[src/rtl/reg_file_direct_backend_if.sv]
// Direct-access register file interface: per-register write lanes from the
// master, and all register contents returned combinationally by the slave.
interface ifc_reg_file_direct_access #(
  parameter int unsigned REGISTER_WIDTH = 32,
  parameter int unsigned NUM_REGISTERS  = 16
);
  logic [NUM_REGISTERS-1:0][REGISTER_WIDTH-1:0] write_data;
  logic [NUM_REGISTERS-1:0]                     write_req;
  logic [NUM_REGISTERS-1:0][REGISTER_WIDTH-1:0] read_data;

  modport master (
    output write_data,
    output write_req,
    input  read_data
  );

  modport slave (
    input  write_data,
    input  write_req,
    output read_data
  );
endinterface

[src/rtl/reg_file_direct_backend.sv]
// Register-file backend: zero-latency direct-access port plus an addressed
// req/ack bus port with byte-strobed writes. The direct port wins any
// same-register write collision; the bus write retries until it is clear.
module reg_file_direct_backend #(
  parameter int unsigned REGISTER_WIDTH = 32,
  parameter int unsigned NUM_REGISTERS  = 16,
  parameter logic [NUM_REGISTERS-1:0][REGISTER_WIDTH-1:0] RESET_VALUES = '0,
  parameter logic [NUM_REGISTERS-1:0] RO_MASK = '0,
  parameter int unsigned ADDR_W = $clog2(NUM_REGISTERS)
) (
  input  logic                        clk,
  input  logic                        rst,
  ifc_reg_file_direct_access.slave    reg_if,
  input  logic                        bus_req,
  input  logic                        bus_we,
  input  logic [ADDR_W-1:0]           bus_addr,
  input  logic [REGISTER_WIDTH-1:0]   bus_wdata,
  input  logic [REGISTER_WIDTH/8-1:0] bus_wstrb,
  output logic                        bus_ack,
  output logic                        bus_err,
  output logic [REGISTER_WIDTH-1:0]   bus_rdata,
  output logic [NUM_REGISTERS-1:0]    reg_updated
);

  localparam int unsigned NUM_BYTES = REGISTER_WIDTH / 8;

  localparam logic [0:0] StIdle = 1'b0;
  localparam logic [0:0] StResp = 1'b1;

  logic [NUM_REGISTERS-1:0][REGISTER_WIDTH-1:0] regs_q, regs_d;
  logic [NUM_REGISTERS-1:0]                     upd_q, upd_d;
  logic [0:0]                                   state_q, state_d;
  logic                                         err_q, err_d;
  logic [REGISTER_WIDTH-1:0]                    rdata_q, rdata_d;

  logic                      addr_ok;
  logic                      conflict;
  logic                      accept;
  logic                      bus_wr_commit;
  logic [REGISTER_WIDTH-1:0] sel_data;
  logic [REGISTER_WIDTH-1:0] byte_mask;

  assign reg_if.read_data = regs_q;

  // The range check only exists when the index space exceeds the register count.
  generate
    if ((1 << ADDR_W) > NUM_REGISTERS) begin : g_range
      assign addr_ok = (32'(bus_addr) < NUM_REGISTERS);
    end else begin : g_full
      assign addr_ok = 1'b1;
    end
  endgenerate

  // Select the addressed register and detect a competing direct write to it.
  always_comb begin
    sel_data = '0;
    conflict = 1'b0;
    for (int unsigned i = 0; i < NUM_REGISTERS; i++) begin
      if (bus_addr == ADDR_W'(i)) begin
        sel_data = regs_q[i];
        conflict = reg_if.write_req[i] & ~RO_MASK[i];
      end
    end
  end

  // Expand byte strobes into a per-bit write mask.
  always_comb begin
    byte_mask = '0;
    for (int unsigned b = 0; b < NUM_BYTES; b++) begin
      byte_mask[b*8 +: 8] = {8{bus_wstrb[b]}};
    end
  end

  // Out-of-range requests are always accepted; in-range writes wait out conflicts.
  assign accept        = (state_q == StIdle) & bus_req & ~(bus_we & addr_ok & conflict);
  assign bus_wr_commit = accept & bus_we & addr_ok;

  // Register next state: direct lanes, then a granted bus write (never the same lane).
  always_comb begin
    regs_d = regs_q;
    upd_d  = '0;
    for (int unsigned i = 0; i < NUM_REGISTERS; i++) begin
      if (reg_if.write_req[i] && !RO_MASK[i]) begin
        regs_d[i] = reg_if.write_data[i];
        upd_d[i]  = 1'b1;
      end
    end
    for (int unsigned i = 0; i < NUM_REGISTERS; i++) begin
      if (bus_wr_commit && (bus_addr == ADDR_W'(i))) begin
        regs_d[i] = (regs_q[i] & ~byte_mask) | (bus_wdata & byte_mask);
        upd_d[i]  = 1'b1;
      end
    end
  end

  // Bus FSM: capture the response on accept, present it for one cycle in RESP.
  always_comb begin
    state_d = state_q;
    err_d   = err_q;
    rdata_d = rdata_q;
    case (state_q)
      StIdle: begin
        if (accept) begin
          state_d = StResp;
          err_d   = ~addr_ok;
          // Read-before-write: sel_data is the pre-edge register value.
          rdata_d = (bus_we || !addr_ok) ? '0 : sel_data;
        end
      end
      StResp: begin
        state_d = StIdle;
        err_d   = 1'b0;
        rdata_d = '0;
      end
      default: begin
        state_d = StIdle;
      end
    endcase
  end

  // State registers with asynchronous reset.
  always_ff @(posedge clk or posedge rst) begin
    if (rst) begin
      regs_q  <= RESET_VALUES;
      upd_q   <= '0;
      state_q <= StIdle;
      err_q   <= 1'b0;
      rdata_q <= '0;
    end else begin
      regs_q  <= regs_d;
      upd_q   <= upd_d;
      state_q <= state_d;
      err_q   <= err_d;
      rdata_q <= rdata_d;
    end
  end

  assign bus_ack     = (state_q == StResp);
  assign bus_err     = err_q;
  assign bus_rdata   = rdata_q;
  assign reg_updated = upd_q;

endmodule

[src/flat_wrapper.sv]
// flat-port wrapper written by rule: the top's interface ports become plain ports
module reg_file_direct_backend_flat 
#(
  parameter int unsigned REGISTER_WIDTH = 32,
  parameter int unsigned NUM_REGISTERS  = 16,
  parameter logic [NUM_REGISTERS-1:0][REGISTER_WIDTH-1:0] RESET_VALUES = '0,
  parameter logic [NUM_REGISTERS-1:0] RO_MASK = '0,
  parameter int unsigned ADDR_W = $clog2(NUM_REGISTERS)
)
  (clk, rst, bus_req, bus_we, bus_addr, bus_wdata, bus_wstrb, bus_ack, bus_err, bus_rdata, reg_updated, reg_if_write_data, reg_if_write_req, reg_if_read_data);
  ifc_reg_file_direct_access #(.REGISTER_WIDTH(REGISTER_WIDTH), .NUM_REGISTERS(NUM_REGISTERS)) reg_if_i ();
  input  logic clk;
  input  logic rst;
  input  logic bus_req;
  input  logic bus_we;
  input  logic [ADDR_W-1:0] bus_addr;
  input  logic [REGISTER_WIDTH-1:0] bus_wdata;
  input  logic [REGISTER_WIDTH/8-1:0] bus_wstrb;
  output logic bus_ack;
  output logic bus_err;
  output logic [REGISTER_WIDTH-1:0] bus_rdata;
  output logic [NUM_REGISTERS-1:0] reg_updated;
  input wire logic [$bits(reg_if_i.write_data)-1:0] reg_if_write_data;
  input wire logic [$bits(reg_if_i.write_req)-1:0] reg_if_write_req;
  output wire logic [$bits(reg_if_i.read_data)-1:0] reg_if_read_data;
  assign reg_if_i.write_data = reg_if_write_data;
  assign reg_if_i.write_req = reg_if_write_req;
  assign reg_if_read_data = reg_if_i.read_data;
  reg_file_direct_backend #(.REGISTER_WIDTH(REGISTER_WIDTH), .NUM_REGISTERS(NUM_REGISTERS), .RESET_VALUES(RESET_VALUES), .RO_MASK(RO_MASK), .ADDR_W(ADDR_W)) u_core (.clk(clk), .rst(rst), .reg_if(reg_if_i), .bus_req(bus_req), .bus_we(bus_we), .bus_addr(bus_addr), .bus_wdata(bus_wdata), .bus_wstrb(bus_wstrb), .bus_ack(bus_ack), .bus_err(bus_err), .bus_rdata(bus_rdata), .reg_updated(reg_updated));
endmodule
[config.mk]
export PLATFORM = sky130hd
export DESIGN_NAME = reg_file_direct_backend_flat
export DESIGN_NICKNAME = d
export VERILOG_FILES = /design/src/rtl/reg_file_direct_backend_if.sv /design/src/rtl/reg_file_direct_backend.sv /design/src/flat_wrapper.sv
export SDC_FILE = /design/constraint.sdc
export NUM_CORES = 2
export LEC_CHECK = 0
export ABC_CLOCK_PERIOD_IN_PS = 30800
export CAP_MARGIN = 25
export CELL_PAD_IN_SITES_DETAIL_PLACEMENT = 1
export CELL_PAD_IN_SITES_GLOBAL_PLACEMENT = 2
export CORE_AREA = 5 5 444 446
export CTS_CLUSTER_SIZE = 8
export DETAILED_ROUTE_END_ITERATION = 10
export DIE_AREA = 0 0 449 451
export HOLD_SLACK_MARGIN = 0.02
export PLACE_DENSITY = 0.54
export SLEW_MARGIN = 20
export SYNTH_ARGS = -nofsm -noshare
export SYNTH_HDL_FRONTEND = slang
export SYNTH_SLANG_ARGS = --single-unit
[constraint.sdc]
create_clock -name clk -period 30.8 [get_ports clk]
set_input_delay 4.62 -clock clk [delete_from_list [all_inputs] [get_ports clk]]
set_output_delay 4.62 -clock clk [all_outputs]
set_load 0.1 [all_outputs]
==> summary.md <==
| Metric | Value |
|---|---|
| Status | `finished clean` |
| Setup_tns | `0 ns` |
| CP top delay family | `buffers and inverters` |
| Maximum vdd drop | `between 30 and 40 uV` |
| Worst Max-Slew Pin Slew | `approximately 1.1 ns` |
| Commonest non-fill, non-tap cells in the layout | `1072 x clkdlybuf4s50_1, 561 x dfrtp_1, 484 x nand2b_1, 290 x o221a_1, 159 x o221a_2` |
| Core Area | `between 150000 and 200000 um^2` |
| Max Cap Viol | `0` |
| CTS Buffer Depth | `3` |
| Area leader, netlist | `dfrtp_1` |
| CTS H-tree depth | `3` |
| Max-Slew Margin vs Limit | `0.2343` |
| Drt drc | `0` |
| RSZ-0062 raised after global routing | `false` |
| Sink Count | `~560` |
| Die Y | `between 400 and 500 um` |
| YS warnings | `0` |
| Critical Path Max Stage Delay | `0.62 ns` |
| Sequential element share of the synthesized area | `0.4688` |
| Max Freq | `119.7 MHz` |
| TritonCTS clock tree | `built` |
| Total number of vias | `about 31000` |
| CTS resizes | `0` |
| Final hold slack | `0.4663 ns` |
| Number of synthesized flops with an enable pin | `0` |
| I/O pin count | `roughly 1100` |
| Critical path type | `primary input to flop` |
| Die ar. | `~200000 um^2` |
| Final Net Count | `roughly 4300` |
| Period utilization | `0.2713` |
| Layout cells sized above 1 | `0.1684` |
| Number of post-CTS setup repair buffers | `0` |
| CP dominant cell by count | `buf_4` |
| CP Launch Point | `bus_addr[2]` |
| First-pass GRT wire length | `between 300000 and 400000 um` |
| Post-Syn Area per Cell | `about 11 um^2` |
| Power Dens Cells | `approximately 63 nW/um^2` |
| CTS Hold Bufs | `0` |
| Synth Flop Type | `dfrtp_1` |
| Mapped Cells | `around 2700` |
| # rows | `between 150 and 200` |
| Crit path launch type | `primary input` |
| Placed inst area | `between 40000 and 50000 um^2` |
| Yosys reg bits | `~560` |
| Synth area leaders | `dfrtp_1 47%, o221a_1 11%, nand2b_1 11%` |
| Crit. End Element | `flop` |
| Final Setup Violations | `0` |
| Min-delay worst type | `flop to flop` |
| Final Max Tran Viols | `0` |
| Routed Antenna Nets | `0` |
| Hold Path Origin | `u_core.bus_rdata[26]` |
| Min Tclk post-route | `approximately 8.4 ns` |
| Reg2reg start | `u_core.bus_ack` |
| Violation count after the first detailed-routing iteration | `between 2000 and 3000` |
| Most common cell after layout, fill and taps aside | `clkdlybuf4s50_1` |
| Crit-path max FO | `just under 60` |
| Async S/R FF share, synth | `1.000` |
| Bufs and invs on worst path | `5` |
| Post-Route Skew | `around 0.031 ns` |
| Buffers on Ports | `between 1000 and 1500` |
| Die width | `~450 um` |
| Cell Chain, Critical Path | `buf_4, and2_1, buf_4, nand2_1, buf_4, o221ai_1, a31o_1, buf_4, nand3_4, buf_4, mux2_4, o221a_1` |
| CTS Root Cell | `clkbuf_16` |
| Drt first pass iters | `6` |
| Initial Utilization | `0.1558` |
| Library cells used by synthesis | `73` |
| DP HPWL | `between 200000 and 250000 um` |
| CP max stage cell | `buf_4` |
| Via density | `slightly below 5` |
| Vias in the first global route | `about 32000` |
| Post-synth design cell area | `between 20000 and 30000 um^2` |
| Worst EP arrival | `around 9.0 ns` |
| WP data required | `around 31 ns` |
| Initial antenna violation count | `87` |
| Static leakage | `approximately 0.018 uW` |
| Tot Pwr | `roughly 3000 uW` |
| Share of the synthesized area in the top cell type | `0.4688` |
| Final instance area | `47700 um^2` |
| Num CTS Buffers | `85` |
| GRT Total Usage | `0.2561` |
| Largest net degree at the start of global routing | `about 100` |
| Routed wire length per instance | `roughly 43 um` |
| Worst-skew pair later-pin latency | `between 0.7 and 0.8 ns` |
| Wirelength, routed | `270300 um` |
| Syn_nets | `between 3000 and 4000` |
| Clock slew seen by the registers of the worst setup and hold paths | `around 0.060 ns` |
| Final hold vios | `0` |
| GP Congestion | `between 0.8 and 0.9` |
| Layout area overhead | `59.30%` |
| Grt ovf | `0` |
-- power breakdown --
part	internal (uW)	leakage (uW)	total, uW	switching [uW]
logic	317	0.0103	1150	830
registers	807	0.00634	923	116
clock network	537	0.00122	930	393
total	1660	0.0179	3000	1340
-- kinds of logic (layout without fill, tap and decap cells) --
kind of cell / after synthesis / after routing / share of synthesized area
compound gates: 907 / 907 / 0.2727
simple gates: 721 / 721 / 0.1422
flops: 561 / 561 / 0.4688
buf+inv: 308 / 1427 / 0.04287
mux: 153 / 153 / 0.07325
other cells: 1 / 38 / 0.0001252
-- metal layers --
metal | routed length, um | global-route usage | up-vias
met5 | 269 | 0 | -
met2 | 126800 | 0.4196 | 1536
met4 | 9865 | 0.09162 | 42
met3 | 17440 | 0.05654 | 354
li1 | - | - | 12420
met1 | 115900 | 0.3317 | 16780
-- through the flow --
| step | utilization | setup slack (ns) | instances |
|---|---|---|---|
| finish | 0.2482 | 22.45 | 6333 |
| global route | 0.2480 | 22.33 | 6320 |
| CTS | 0.2474 | 22.41 | 6294 |
| detailed placement | 0.2346 | 21.62 | 6179 |
| global placement | 0.2287 | 21.00 | 6138 |
| floorplan | - | 10.49 | 2651 |
-- worst reg2reg max path: cells and delay by family, from the launching register on --
family | cells | cell delay, ns
AO/OA/AOI/OAI | 1 | 0.27
AND/OR/NAND/NOR | 3 | 0.92
flip-flops | 1 | 0.44
multiplexers | 1 | 0.44
buffers and inverters | 2 | 0.82
-- Yosys cell counts (all sizes together) (4+ instances only) --
cell and count:
dfrtp 561, nand2b 504, o221a 449, clkbuf 155, buf 110, a21oi 103, nand2 92, o22ai 85
o21ai 82, mux2 73, nor2 65, mux2i 44, a22oi 42, inv 41, mux4 36, o21ba 32
o221ai 23, nand3 19, a221oi 10, a22o 8, a31oi 8, nand4 8, nor2b 8, nor3 8
a222oi 7, o211ai 7, a221o 6, a211oi 5, a21o 5, o22a 5, o31ai 5, a2111oi 4
and3 4
-- layout make-up --
class	count	area, um^2
sequential	561	14040
antenna	37	92.59
tap	2526	3161
fill	21530	144500
multi-input combinational	1782	14730
timing repair buffer	1269	13050
inverter	43	168.9
clock buffer	104	2354
clock inverter	11	106.4
-- final timing paths --
check,endpoint,slack [ns],cells past startpoint
max in group asynchronous,asynchronous set/reset pin,23.50,5
max reg2reg,flop,27.81,7
min,u_core.bus_rdata[26],0.47,2
min reg2reg,u_core.bus_rdata[26],0.47,2
min in group asynchronous,asynchronous set/reset pin,4.45,2
max,flop,22.45,12
Note: power is estimated with default switching activity, not from simulation.
